[src/rtl/riscboy_ppu_palette_loader.sv]
// Palette RAM write sequencer: merges CPU register writes with a bulk loader that streams
// palette entries from memory into consecutive palette indices. Memory responses win collisions.
module riscboy_ppu_palette_loader #(
    parameter int unsigned W_PIXDATA       = 16,
    parameter int unsigned W_PALETTE_IDX   = 8,
    parameter int unsigned W_ADDR          = 32,
    parameter int unsigned MAX_OUTSTANDING = 2
) (
    input  logic                     clk,
    input  logic                     rst,

    input  logic                     cpu_wen,
    input  logic [W_PALETTE_IDX-1:0] cpu_waddr,
    input  logic [W_PIXDATA-1:0]     cpu_wdata,
    output logic                     cpu_wready,

    input  logic                     load_start,
    input  logic [W_ADDR-1:0]        load_base,
    input  logic [W_PALETTE_IDX-1:0] load_first,
    input  logic [W_PALETTE_IDX:0]   load_count,
    output logic                     load_busy,
    output logic                     load_done,

    output logic                     mem_req_vld,
    input  logic                     mem_req_rdy,
    output logic [W_ADDR-1:0]        mem_req_addr,
    input  logic                     mem_rsp_vld,
    input  logic [W_PIXDATA-1:0]     mem_rsp_data,

    output logic [W_PALETTE_IDX-1:0] pram_waddr,
    output logic [W_PIXDATA-1:0]     pram_wdata,
    output logic                     pram_wen
);

    localparam int unsigned BYTES_PER_ENTRY = W_PIXDATA / 8;
    localparam int unsigned ALIGN_BITS      = $clog2(BYTES_PER_ENTRY);
    localparam int unsigned W_COUNT         = W_PALETTE_IDX + 1;

    localparam logic [W_ADDR-1:0]  ADDR_MASK = ~((W_ADDR'(1) << ALIGN_BITS) - W_ADDR'(1));
    localparam logic [W_ADDR-1:0]  ADDR_STEP = W_ADDR'(BYTES_PER_ENTRY);
    localparam logic [1:0]         OUT_MAX   = 2'(MAX_OUTSTANDING);
    localparam logic [W_COUNT-1:0] COUNT_ONE = W_COUNT'(1);

    typedef enum logic [1:0] {
        StIdle,
        StIssue,
        StDrain
    } state_e;

    state_e                   state_q, state_d;
    logic [W_ADDR-1:0]        req_addr_q, req_addr_d;
    logic [W_COUNT-1:0]       req_left_q, req_left_d;
    logic [W_COUNT-1:0]       rsp_left_q, rsp_left_d;
    logic [W_PALETTE_IDX-1:0] wr_idx_q, wr_idx_d;
    logic [1:0]               outstanding_q, outstanding_d;
    logic                     load_busy_q, load_done_q, load_done_d;
    logic                     pram_wen_q, pram_wen_d;
    logic [W_PALETTE_IDX-1:0] pram_waddr_q, pram_waddr_d;
    logic [W_PIXDATA-1:0]     pram_wdata_q, pram_wdata_d;

    logic req_hs;
    logic rsp_ok;
    logic cpu_ok;

    assign mem_req_vld  = (state_q == StIssue) && (req_left_q != '0) && (outstanding_q < OUT_MAX);
    assign mem_req_addr = req_addr_q;
    assign cpu_wready   = !mem_rsp_vld;

    assign req_hs = mem_req_vld && mem_req_rdy;
    // Stray responses (idle, or nothing in flight) are dropped but still stall the CPU.
    assign rsp_ok = mem_rsp_vld && (state_q != StIdle) && (outstanding_q != '0);
    assign cpu_ok = cpu_wen && cpu_wready;

    always_comb begin
        state_d       = state_q;
        req_addr_d    = req_addr_q;
        req_left_d    = req_left_q;
        rsp_left_d    = rsp_left_q;
        wr_idx_d      = wr_idx_q;
        outstanding_d = outstanding_q;
        load_done_d   = 1'b0;
        pram_wen_d    = 1'b0;
        pram_waddr_d  = pram_waddr_q;
        pram_wdata_d  = pram_wdata_q;

        unique case (state_q)
            StIdle: begin
                if (load_start) begin
                    req_addr_d    = load_base & ADDR_MASK;
                    wr_idx_d      = load_first;
                    req_left_d    = load_count;
                    rsp_left_d    = load_count;
                    outstanding_d = '0;
                    if (load_count == '0) begin
                        load_done_d = 1'b1;
                    end else begin
                        state_d = StIssue;
                    end
                end
            end
            StIssue: begin
                if (req_hs && (req_left_q == COUNT_ONE)) begin
                    state_d = StDrain;
                end
            end
            StDrain: begin
            end
            default: begin
                state_d = StIdle;
            end
        endcase

        if (req_hs) begin
            req_addr_d = req_addr_q + ADDR_STEP;
            req_left_d = req_left_q - COUNT_ONE;
        end

        if (req_hs && !rsp_ok) begin
            outstanding_d = outstanding_q + 2'd1;
        end else if (!req_hs && rsp_ok) begin
            outstanding_d = outstanding_q - 2'd1;
        end

        if (rsp_ok) begin
            pram_wen_d   = 1'b1;
            pram_waddr_d = wr_idx_q;
            pram_wdata_d = mem_rsp_data;
            wr_idx_d     = wr_idx_q + 1'b1;
            rsp_left_d   = rsp_left_q - COUNT_ONE;
            if (rsp_left_q == COUNT_ONE) begin
                state_d     = StIdle;
                load_done_d = 1'b1;
            end
        end else if (cpu_ok) begin
            pram_wen_d   = 1'b1;
            pram_waddr_d = cpu_waddr;
            pram_wdata_d = cpu_wdata;
        end
    end

    always_ff @(posedge clk) begin
        if (rst) begin
            state_q       <= StIdle;
            req_addr_q    <= '0;
            req_left_q    <= '0;
            rsp_left_q    <= '0;
            wr_idx_q      <= '0;
            outstanding_q <= '0;
            load_busy_q   <= 1'b0;
            load_done_q   <= 1'b0;
            pram_wen_q    <= 1'b0;
            pram_waddr_q  <= '0;
            pram_wdata_q  <= '0;
        end else begin
            state_q       <= state_d;
            req_addr_q    <= req_addr_d;
            req_left_q    <= req_left_d;
            rsp_left_q    <= rsp_left_d;
            wr_idx_q      <= wr_idx_d;
            outstanding_q <= outstanding_d;
            load_busy_q   <= (state_d != StIdle);
            load_done_q   <= load_done_d;
            pram_wen_q    <= pram_wen_d;
            pram_waddr_q  <= pram_waddr_d;
            pram_wdata_q  <= pram_wdata_d;
        end
    end

    assign load_busy  = load_busy_q;
    assign load_done  = load_done_q;
    assign pram_wen   = pram_wen_q;
    assign pram_waddr = pram_waddr_q;
    assign pram_wdata = pram_wdata_q;

endmodule

[config.mk]
export PLATFORM = sky130hd
export DESIGN_NAME = riscboy_ppu_palette_loader
export DESIGN_NICKNAME = d
export VERILOG_FILES = /design/src/rtl/riscboy_ppu_palette_loader.sv
export SDC_FILE = /design/constraint.sdc
export NUM_CORES = 1
export LEC_CHECK = 0
export ABC_AREA = 0
export BUFFER_PORTS_ARGS = -buffer_cell sky130_fd_sc_hd__buf_2
export CAP_MARGIN = 10
export CORE_MARGIN = 2
export CORE_UTILIZATION = 25
export CTS_CLUSTER_SIZE = 24
export DETAILED_ROUTE_END_ITERATION = 10
export PLACE_DENSITY = 0.53
export SYNTH_ARGS = -nofsm -noshare
export SYNTH_HDL_FRONTEND = slang
export SYNTH_SLANG_ARGS = --single-unit
[constraint.sdc]
create_clock -name clk -period 2.9 [get_ports clk]
set_clock_uncertainty 0.05 [all_clocks]
set_input_delay 0.29 -clock clk [delete_from_list [all_inputs] [get_ports clk]]
set_output_delay 0.29 -clock clk [all_outputs]
set_load 0.01 [all_outputs]
* After elaboration in Yosys (flattened, before gate mapping) *
Cells that the tools add are included.

storage, ports and cells
  bits of input ports = 95
  output and inout bits = 61
  bits in registers = 89

cells by class
  eq/ne operators = 4
  reductions and logical operators = 28
  add/subtract/negate cells = 6
  muxes and demuxes = 31
  $lt $le $gt $ge = 1

operators by type and width
  operator                 number
  $mux W32                 3
  $mux W8                  5
  $mux W9                  4
  $add A32 B2 Y32 const B  1
  $mux W16                 2
  $eq A9 B1 Y1 const B     2
  $mux W2                  9
  $sub A9 B1 Y9 const B    2
  $reduce_bool A2 Y1       8
  $logic_and A1 B1 Y1      9
  $logic_not A9 Y1         1
  $reduce_bool A9 Y1       1
  $add A8 B1 Y8 const B    1
  $mux W1                  7
  $pmux W2 S3              1
  $reduce_and A2 Y1        3
  $reduce_bool A3 Y1       2
  $logic_not A1 Y1         3
  $add A2 B1 Y2 const B    1
  $eq A2 B1 Y1 const B     1
  $eq A2 B2 Y1 const B     1
  $logic_not A2 Y1         1
  $lt A2 B2 Y1 const B     1
  $sub A2 B1 Y2 const B    1

* Longest topological paths before layout *
Gate-level depths: netlist of the first run.

  depth after elaboration = 10
  mapped depth = 12
  mapped depth without buffers = 10

* Worst setup path before layout of the first run *
Ideal clock, no wire load.

  kind = register -> register
  start point = register outstanding_q[1]
  end point = register outstanding_q[1]
  period minus slack after synthesis = 2257 ps
  buffers on the path = 2
  data arrival time = 2122 ps
  required time = 2764 ps
  stages on the path, launching flop included = 11
  setup slack = 643 ps
  setup time = 86 ps
  cells stage by stage = dfxtp_1 inv_1 ha_1 nand2b_1 or2_1 buf_2 buf_1 ha_1 o31ai_1 a211oi_1 a211oi_1

between the ends
  longest elaborated chain between the ends = 7
  elaborated cells on any way between the ends = 16
  classes of those cells = 2 x add/sub; 1 x order compare; 2 x mux; 11 x reduce/logical

RTL lines
  element                                                         line  text
  start, declared                                                 55    logic [1:0] outstanding_q, outstanding_d;
  start signal, assigned                                          160   outstanding_q <= outstanding_d;
  $lt A2 B2 Y1                                                    65    assign mem_req_vld = (state_q == StIssue) && (req_left_q != '0) && (outstanding_q < OUT_MAX);
  $logic_and A1 B1 Y1                                             65
  $logic_and A1 B1 Y1                                             69    assign req_hs = mem_req_vld && mem_req_rdy;
  $logic_not A1 Y1                                                120   end else if (!req_hs && rsp_ok) begin
  $logic_and A1 B1 Y1                                             120
  $reduce_bool A3 Y1 (no source line) or $mux W2 (tied branches)  -
  $reduce_and A2 Y1 (no source line) or $mux W2 (tied branches)   -

Parallel ways exist; a longest one is shown, timed or not.
A chain may end at the register's enable or synchronous reset.

* Final worst setup path of the first run *
  start point = register req_left_q[0]
  end point = register outstanding_q[1]

between the ends
  longest elaborated chain between the ends = 8
  elaborated cells on any way between the ends = 12
  classes of those cells = 2 x mux; 10 x reduce/logical

RTL lines
  element                                                         line  text
  start, declared                                                 52    logic [W_COUNT-1:0] req_left_q, req_left_d;
  start signal, assigned                                          157   req_left_q <= req_left_d;
  $reduce_bool A9 Y1 (*)                                          65
  $logic_and A1 B1 Y1 (*) (2 in a row)                            65
  $logic_and A1 B1 Y1 (*)                                         69
  $logic_not A1 Y1                                                120
  $logic_and A1 B1 Y1                                             120
  $reduce_bool A3 Y1 (no source line) or $mux W2 (tied branches)  -
  $reduce_and A2 Y1 (no source line) or $mux W2 (tied branches)   -

Mark *: on every way between the ends. The rest lies on a longest branch, timed or not.

==> flow_summary.toml, run 1 <==
[status]
outcome = "finished clean"

[worst_setup_path]
r2r-end = "outstanding_q[1]$_SDFFE_PP0P_"
cp_max_fo = 15
arrival_ns = 2.71
ff2ff_setup_slack_ns = 0.40
path_class = "reg -> reg"
cp.required_ns = 3.11
end_kind = "flop"
cp-start-kind = "flop"
r2r_cells = 9
regToRegStartpoint = "req_left_q[0]$_SDFFE_PP0P_"

[flow_run]
cap_violations = 0

[synth]
synthTopCellsByCount = "88 x dfxtp_1, 61 x nor2_1, 51 x nand2_1"
synth_cells = 564
synth-edff-count = 0
async_reset_ff_frac = 0
yosysWarnings = 0
synth_seq_cells = 88
avgSynthCellArea_um2 = 8.33
synth_cell_types = 69
ys_top_cells_by_area = "dfxtp_1 38%, mux2i_1 5.1%, nor2_1 4.9%"
syn_area_um2 = 4700
ys_seq_area_frac = 0.375
synth_top_cell_by_area = "dfxtp_1"
synth_top_area_frac = 0.375
synth_ff_type = "dfxtp_1"
synth_fp_nets = 669
synth.most_common_cell = "dfxtp_1"

[place]
post-place-ws_ns = 0.400
port_buffers = 153
post-dp-hpwl_um = 10400
dpl_cell_area_um2 = 5670
gp_congestion = 0.790
placedCellCount = 926

[global_route]
grt_max_degree = 54
antenna_found_initial = 0
grt_pass1_vias = 4373
grt_first_pass_wirelength_um = 23200
globalRouteTotalUtil = 0.145
globalRoute.totalOverflow = 0

[detailed_routing]
totalWireLength_um = 14600
ant_nets = 0
route.detailed.drc = 0
drtIter0Drc = 135
wire_per_inst_um = 15.5
dr_wl_met3_um = 910
vias_per_cell = 5.03
routed.top_layer = "met4"
num_vias = 4734
met2_length_um = 6430
wl_met1_um = 7080
drt_first_pass_iters = 4

[final_layout]
num_antenna_cells = 0
utilization = 0.322
fin_area_um2 = 5980
drive_above_1_share = 0.290
area_growth_syn_to_layout_pct = 27.3
nets = 808
fill_cells = 1967
instances_no_fill = 942

[clocking]
htree_levels = 3
clock_path_buffers = 2
path_clk_slew_ns = 0.07
cts_sinks = 88
cts-root-buf = "clkbuf_16"
clk_latency_ns = 0.34
cts_setup_buffers = 0
cts_resized = 0
cts_tree = "done"
ctsHoldBuffers = 0
numCtsBuffers = 9

[sta]
fmax_ghz = 0.399
finalMaxSlewViolations = 0
hold_viol_final = 0
holdWs_ns = 0.142
fin_crit_ns = 2.50
min_period_over_period = 0.863
tightest_slew_ns = 0.942
rsz0062_at_grt = "no"
fin_setup_tns_ns = 0
setup_viol = 0
fin_ws_ns = 0.397
slew_headroom = 0.370

[power]
p_leak_nw = 2.41
power_frac_comb = 0.170
seq_power_share = 0.442
power_density_nw_per_um2 = 528
swShare = 0.300
switching_power_uw = 946
peakVddDrop_mv = 0.249
intPower_mw = 2.21
total_power_mw = 3.16
p_clk_frac = 0.388

[floorplan]
die_height_um = 141
initial_core_util = 0.253
die_w_um = 141
die-area_um2 = 19900
rows = 50
ioPinCount = 156
core_um2 = 18600

[hold_path]
min_path_type = "in -> reg"
worstHoldStart = "load_base[1]"
whs_endpoint = "mem_req_addr[1]$_SDFFE_PP0P_"
min_path_cells = 3
==> placed cells by master, fill, tap and decap left out, types with 8 or more instances in the layout <==
| master | netlist | routed |
|---|---|---|
| a21oi_1 | 37 | 37 |
| nand4_1 | 11 | 11 |
| inv_1 | 13 | 13 |
| a211oi_1 | 27 | 27 |
| nor2_1 | 61 | 61 |
| a22oi_1 | 8 | 8 |
| o21ai_0 | 19 | 19 |
| dfxtp_1 | 88 | 88 |
| or3_1 | 9 | 9 |
| a31oi_1 | 27 | 27 |
| nor3_1 | 11 | 11 |
| clkbuf_16 | 0 | 9 |
| mux2i_1 | 24 | 24 |
| o211ai_1 | 14 | 14 |
| ha_1 | 10 | 10 |
| buf_2 | 14 | 153 |
| nand2_1 | 51 | 51 |
| nand3_1 | 26 | 26 |
| buf_4 | 1 | 11 |
==> sequential cells by signal, indices dropped and copies added, names as in the netlist <==
name and count:
rsp_left_q 9, load_done 1, state_q 2, wr_idx_q 8, pram_wdata 16, mem_req_addr 31
req_left_q 9, outstanding_q 2, load_busy 1, pram_waddr 8, pram_wen 1
==> cell families (layout without fill, tap and decap cells) <==
logic type                 Yosys count  count (layout)  share of synthesized area
and+or+nand+nor                    226             226                      0.262
other                                1               1                   0.000799
AOI/OAI and AO/OA                  163             163                      0.234
buffers and inverters               51             195                     0.0485
DFF                                 88              88                      0.375
muxes                               25              25                     0.0536
adders and majority gates           10              10                     0.0266
==> power by group through the flow <==
stage / logic, mW / registers, mW / clock network (mW)
final: 0.536 / 1.40 / 1.22
after global routing: 0.595 / 1.41 / 1.31
after CTS: 0.542 / 1.39 / 1.27
after detailed placement: 0.540 / 1.42 / 0
after global placement: 0.540 / 1.42 / 0
after floorplan: 0.305 / 1.43 / 0
==> worst max-delay path, stage by stage, from the launching register on <==
cell	delay, ns
dfxtp_1	0.41
inv_1	0.10
ha_1	0.22
nor4b_2	0.17
a21oi_2	0.29
inv_2	0.22
ha_1	0.28
o31ai_1	0.37
a211oi_1	0.09
a211oi_1	0.21
==> routing by layer <==
metal,GRT usage,vias to the layer above
met3,0.0387,12
met5,0,-
met1,0.195,2158
met4,0.0426,0
met2,0.227,168
li1,-,2396
==> area by class of cell <==
class / count / area, um^2 / area share
well taps: 234 / 293 / 0.0490
inverters: 15 / 56.3 / 0.00942
repair buffers: 164 / 848 / 0.142
flip-flops and latches: 88 / 1760 / 0.295
multi-input cells: 425 / 2720 / 0.454
clock buffers: 9 / 225 / 0.0377
clock inverters: 7 / 80.1 / 0.0134
==> worst max path at each step <==
| stage | cells after the start | slack, ns | start | endpoint |
|---|---|---|---|---|
| 4_1_cts | 9 | 0.39 | req_left_q[0]$_SDFFE_PP0P_ | outstanding_q[1]$_SDFFE_PP0P_ |
| 6_report | 9 | 0.40 | req_left_q[0]$_SDFFE_PP0P_ | outstanding_q[1]$_SDFFE_PP0P_ |
| 3_3_place_gp | 9 | 0.43 | req_left_q[0]$_SDFFE_PP0P_ | outstanding_q[1]$_SDFFE_PP0P_ |
| 3_5_place_dp | 9 | 0.40 | req_left_q[0]$_SDFFE_PP0P_ | outstanding_q[1]$_SDFFE_PP0P_ |
| 2_1_floorplan | 10 | 0.64 | outstanding_q[1]$_SDFFE_PP0P_ | outstanding_q[1]$_SDFFE_PP0P_ |
| 5_1_grt | 9 | 0.18 | req_left_q[0]$_SDFFE_PP0P_ | outstanding_q[1]$_SDFFE_PP0P_ |
Note: power is estimated with default switching activity, not from simulation.
==> run 2: changes to the inputs <==
--- a/config.mk
+++ b/config.mk
@@ -10,6 +10,7 @@
 export CAP_MARGIN = 10
 export CORE_MARGIN = 2
 export CORE_UTILIZATION = 25
+export CTS_BUF_LIST = sky130_fd_sc_hd__clkbuf_4
 export CTS_CLUSTER_SIZE = 24
 export DETAILED_ROUTE_END_ITERATION = 10
 export PLACE_DENSITY = 0.53
==> flow_summary.toml, run 2 (synthesis results as in run 1) <==
[sta]
tightest_slew_ns = 0.911
fin_crit_ns = 2.51
finalMaxSlewViolations = 0
hold_viol_final = 0
fin_ws_ns = 0.385
slew_headroom = 0.390
fin_setup_tns_ns = 0
setup_viol = 0
min_period_over_period = 0.867
fmax_ghz = 0.398
rsz0062_at_grt = "no"

[floorplan]
initial_core_util = 0.253
ioPinCount = 156
die-area_um2 = 19900
die_w_um = 141
die_height_um = 141
rows = 50
core_um2 = 18600

[final_layout]
drive_above_1_share = 0.277
final_common_cell = "buf_2"
nets = 841
largest_register_ffs = 31
layout_common_cells = "153 x buf_2, 88 x dfxtp_1, 61 x nor2_1"
area_growth_syn_to_layout_pct = 31.0
num_antenna_cells = 0

[clocking]
cts_resized = 0
cts_sinks = 88
numCtsBuffers = 9
path_clk_slew_ns = 0.15
clock_path_buffers = 2
cts_tree = "done"
htree_levels = 3
clk_latency_ns = 0.47
cts-root-buf = "clkbuf_4"

[worst_setup_path]
cp-start-kind = "flop"
crit_chain = "inv_1 -> ha_1 -> nor4b_2 -> a21oi_2 -> inv_2 -> ha_1 -> o31ai_1 -> a211oi_1 -> a211oi_1"
cp_slowest_cell = "dfxtp_1"
end_kind = "flop"
path_class = "reg -> reg"
arrival_ns = 2.86
cp_max_fo = 15
ff2ff_setup_slack_ns = 0.39
cp.required_ns = 3.24
slowest_delay_ns = 0.44

[hold_path]
min_path_type = "in -> reg"

[power]
peakVddDrop_mv = 0.160
power_density_nw_per_um2 = 445
p_leak_nw = 2.47

[detailed_routing]
wire_per_inst_um = 15.2
ant_nets = 0
totalWireLength_um = 14800
num_vias = 4885
drtIter0Drc = 178
route.detailed.drc = 0
drt_first_pass_iters = 5
vias_per_cell = 5.01

[global_route]
grt_first_pass_wirelength_um = 23600
grt_pass1_vias = 4532
globalRouteTotalUtil = 0.147
grt_max_degree = 54
globalRoute.totalOverflow = 0
antenna_found_initial = 0

[place]
gp_congestion = 0.790
port_buffers = 153
post-dp-hpwl_um = 10400
post-place-ws_ns = 0.400

[status]
outcome = "finished clean"

[flow_run]
cap_violations = 0
## run 2: changes by cell type in the layout (fill, tap and decap cells not counted), sizes merged
cell	change
dlygate4sd3	+33
## run 2: metal layers
layer / wire length (um) / up-vias / track usage
met4: 206 / 0 / 0.0395
met3: 985 / 16 / 0.0391
met2: 6490 / 159 / 0.237
met1: 7160 / 2247 / 0.196
met5: 0 / - / 0
li1: - / 2463 / -
## run 2: what timing repair did
item | CTS | global route
hold buffers | 33 | 0
setup endpoints to repair | 0 | 0
buffers inserted | 0 | 0
endpoints found under the hold margin | 33 | 0
## run 2: cell type report
class,count,area [um^2]
clock buffers,9,67.6
clock inverters,7,80.1
fillers,1946,12400
inverters,15,56.3
multi-input cells,425,2720
flip-flops and latches,88,1760
well taps,234,293
repair buffers,197,1180
## run 2: through the flow
step	util	instance area (um^2)	power, mW	cells	hold slack [ns]
2_1_floorplan	-	4700	1.73	564	0.380
3_5_place_dp	0.305	5670	1.96	926	0.405
4_1_cts	0.331	6150	2.78	975	0.000451
5_1_grt	0.331	6150	2.90	975	0.0118
3_3_place_gp	0.305	5670	1.96	926	0.393
6_report	0.331	6150	2.74	975	0.0424
## run 2: power by group
group | total (mW) | switching, mW | internal, mW
Sequential | 1.40 | 0.0977 | 1.30
Combinational | 0.570 | 0.309 | 0.261
Clock | 0.773 | 0.499 | 0.273
## run 2: final timing paths
| kind | from | endpoint | cells after the start |
|---|---|---|---|
| setup / recovery | req_left_q[0]$_SDFFE_PP0P_ | outstanding_q[1]$_SDFFE_PP0P_ | 9 |
| hold / removal | load_base[8] | mem_req_addr[8]$_SDFFE_PP0P_ | 3 |
| setup reg to reg | req_left_q[0]$_SDFFE_PP0P_ | outstanding_q[1]$_SDFFE_PP0P_ | 9 |
| hold reg to reg | pram_waddr[6]$_SDFFE_PP0P_ | pram_waddr[6]$_SDFFE_PP0P_ | 2 |
## run 2: critical path, delay by kind of cell, from the launching register on
family                   cells  cell delay, ns
AO/OA/AOI/OAI                4            0.96
adder cells (fa/ha/maj)      2            0.50
buffers and inverters        2            0.31
flip-flops                   1            0.44
AND/OR/NAND/NOR              1            0.17
==> run 3: changes to the inputs <==
==> constraint.sdc (replaced) <==
create_clock -name clk -period 2.5 [get_ports clk]
set_clock_uncertainty 0.05 [all_clocks]
set_input_delay 0.25 -clock clk [delete_from_list [all_inputs] [get_ports clk]]
set_output_delay 0.25 -clock clk [all_outputs]
set_load 0.01 [all_outputs]
==> flow_summary.toml, run 3 (synthesis results as in run 1) <==
[status]
outcome = "finished clean"

[sta]
tightest_slew_ns = 0.706
hold_viol_final = 0
slew_headroom = 0.529
fin_setup_tns_ns = 0
fin_ws_ns = 0.239
rsz0062_at_grt = "no"
setup_viol = 0
min_period_over_period = 0.904
holdWs_ns = 0.0415
finalMaxSlewViolations = 0
fmax_ghz = 0.442
fin_crit_ns = 2.26

[power]
peakVddDrop_mv = 0.164
power_density_nw_per_um2 = 481
p_leak_nw = 2.57
total_power_mw = 3.08

[detailed_routing]
vias_per_cell = 4.97
drt_first_pass_iters = 6
ant_nets = 0
route.detailed.drc = 0
wire_per_inst_um = 14.8
num_vias = 4962
totalWireLength_um = 14800
drtIter0Drc = 229

[floorplan]
core_um2 = 18600
die_height_um = 141
ioPinCount = 156
initial_core_util = 0.253
die_w_um = 141
rows = 50
die-area_um2 = 19900

[worst_setup_path]
ff2ff_setup_slack_ns = 0.24
cp.required_ns = 2.81
end_kind = "flop"
arrival_ns = 2.57
regToRegStartpoint = "req_left_q[1]$_SDFFE_PP0P_"
r2r_cells = 9
cp_max_fo = 32
cp-start-kind = "flop"
r2r-end = "mem_req_addr[11]$_SDFFE_PP0P_"
path_class = "reg -> reg"

[global_route]
grt_max_degree = 51
globalRoute.totalOverflow = 0
grt_first_pass_wirelength_um = 24000
grt_pass1_vias = 4626
globalRouteTotalUtil = 0.148
antenna_found_initial = 0

[place]
post-place-ws_ns = 0.247
dpl_cell_area_um2 = 5760
gp_congestion = 0.761
port_buffers = 153
post-dp-hpwl_um = 10400
placedCellCount = 932

[clocking]
numCtsBuffers = 9
cts_sinks = 88
cts-root-buf = "clkbuf_4"
clock_path_buffers = 2
path_clk_slew_ns = 0.15
cts_tree = "done"
htree_levels = 3
clk_latency_ns = 0.46

[final_layout]
num_antenna_cells = 0
instances_no_fill = 999
drive_above_1_share = 0.275
nets = 865
area_growth_syn_to_layout_pct = 36.1
layout_common_cells = "153 x buf_2, 88 x dfxtp_1, 61 x nor2_1"
fin_area_um2 = 6390
largest_register_ffs = 31
final_common_cell = "buf_2"
utilization = 0.344

[hold_path]
min_path_type = "in -> reg"
worstHoldStart = "cpu_waddr[7]"
whs_endpoint = "pram_waddr[7]$_SDFFE_PP0P_"
min_path_cells = 3

[flow_run]
cap_violations = 0
-- run 3: final cells by class --
class / instances / area (um^2)
clock buffers: 9 / 67.6
clock inverters: 7 / 47.5
fillers: 1965 / 12200
inverters: 15 / 56.3
multi-input cells: 425 / 2720
flip-flops and latches: 88 / 1760
well taps: 234 / 293
repair buffers: 221 / 1450
-- run 3: what timing repair did --
| action | in CTS | in global routing |
|---|---|---|
| endpoints found under the setup margin | 0 | 2 |
| setup buffers | 0 | 0 |
| gates resized for setup | 0 | 2 |
| hold endpoints to repair | 51 | 0 |
| hold buffers | 51 | 0 |
-- run 3: power breakdown --
part / total, mW / switching, mW / internal [mW]
Sequential: 1.62 / 0.112 / 1.51
Clock: 0.747 / 0.545 / 0.202
Combinational: 0.710 / 0.365 / 0.344
Total: 3.08 / 1.02 / 2.05
-- run 3: metal layers --
metal | GRT usage | routed length (um) | vias to the layer above
li1 | - | - | 2525
met2 | 0.236 | 6670 | 159
met1 | 0.203 | 7100 | 2267
met4 | 0.0426 | 168 | 0
met3 | 0.0316 | 861 | 11
met5 | 0 | 0 | -
-- run 3: worst max-delay path by stage --
stage / from / end
after floorplan: outstanding_q[1]$_SDFFE_PP0P_ / outstanding_q[1]$_SDFFE_PP0P_
after global placement: req_left_q[1]$_SDFFE_PP0P_ / outstanding_q[1]$_SDFFE_PP0P_
after detailed placement: outstanding_q[1]$_SDFFE_PP0P_ / wr_idx_q[3]$_SDFFE_PP0P_
after CTS: outstanding_q[1]$_SDFFE_PP0P_ / wr_idx_q[3]$_SDFFE_PP0P_
after global routing: req_left_q[1]$_SDFFE_PP0P_ / mem_req_addr[11]$_SDFFE_PP0P_
final: req_left_q[1]$_SDFFE_PP0P_ / mem_req_addr[11]$_SDFFE_PP0P_
-- run 3: critical path: stages, from the launching register on --
cell	delay, ns
dfxtp_1	0.36
inv_1	0.09
ha_1	0.21
nor4b_2	0.17
a21oi_2	0.29
inv_2	0.10
buf_12	0.17
nor3_4	0.26
a311oi_1	0.12
a2111oi_1	0.32
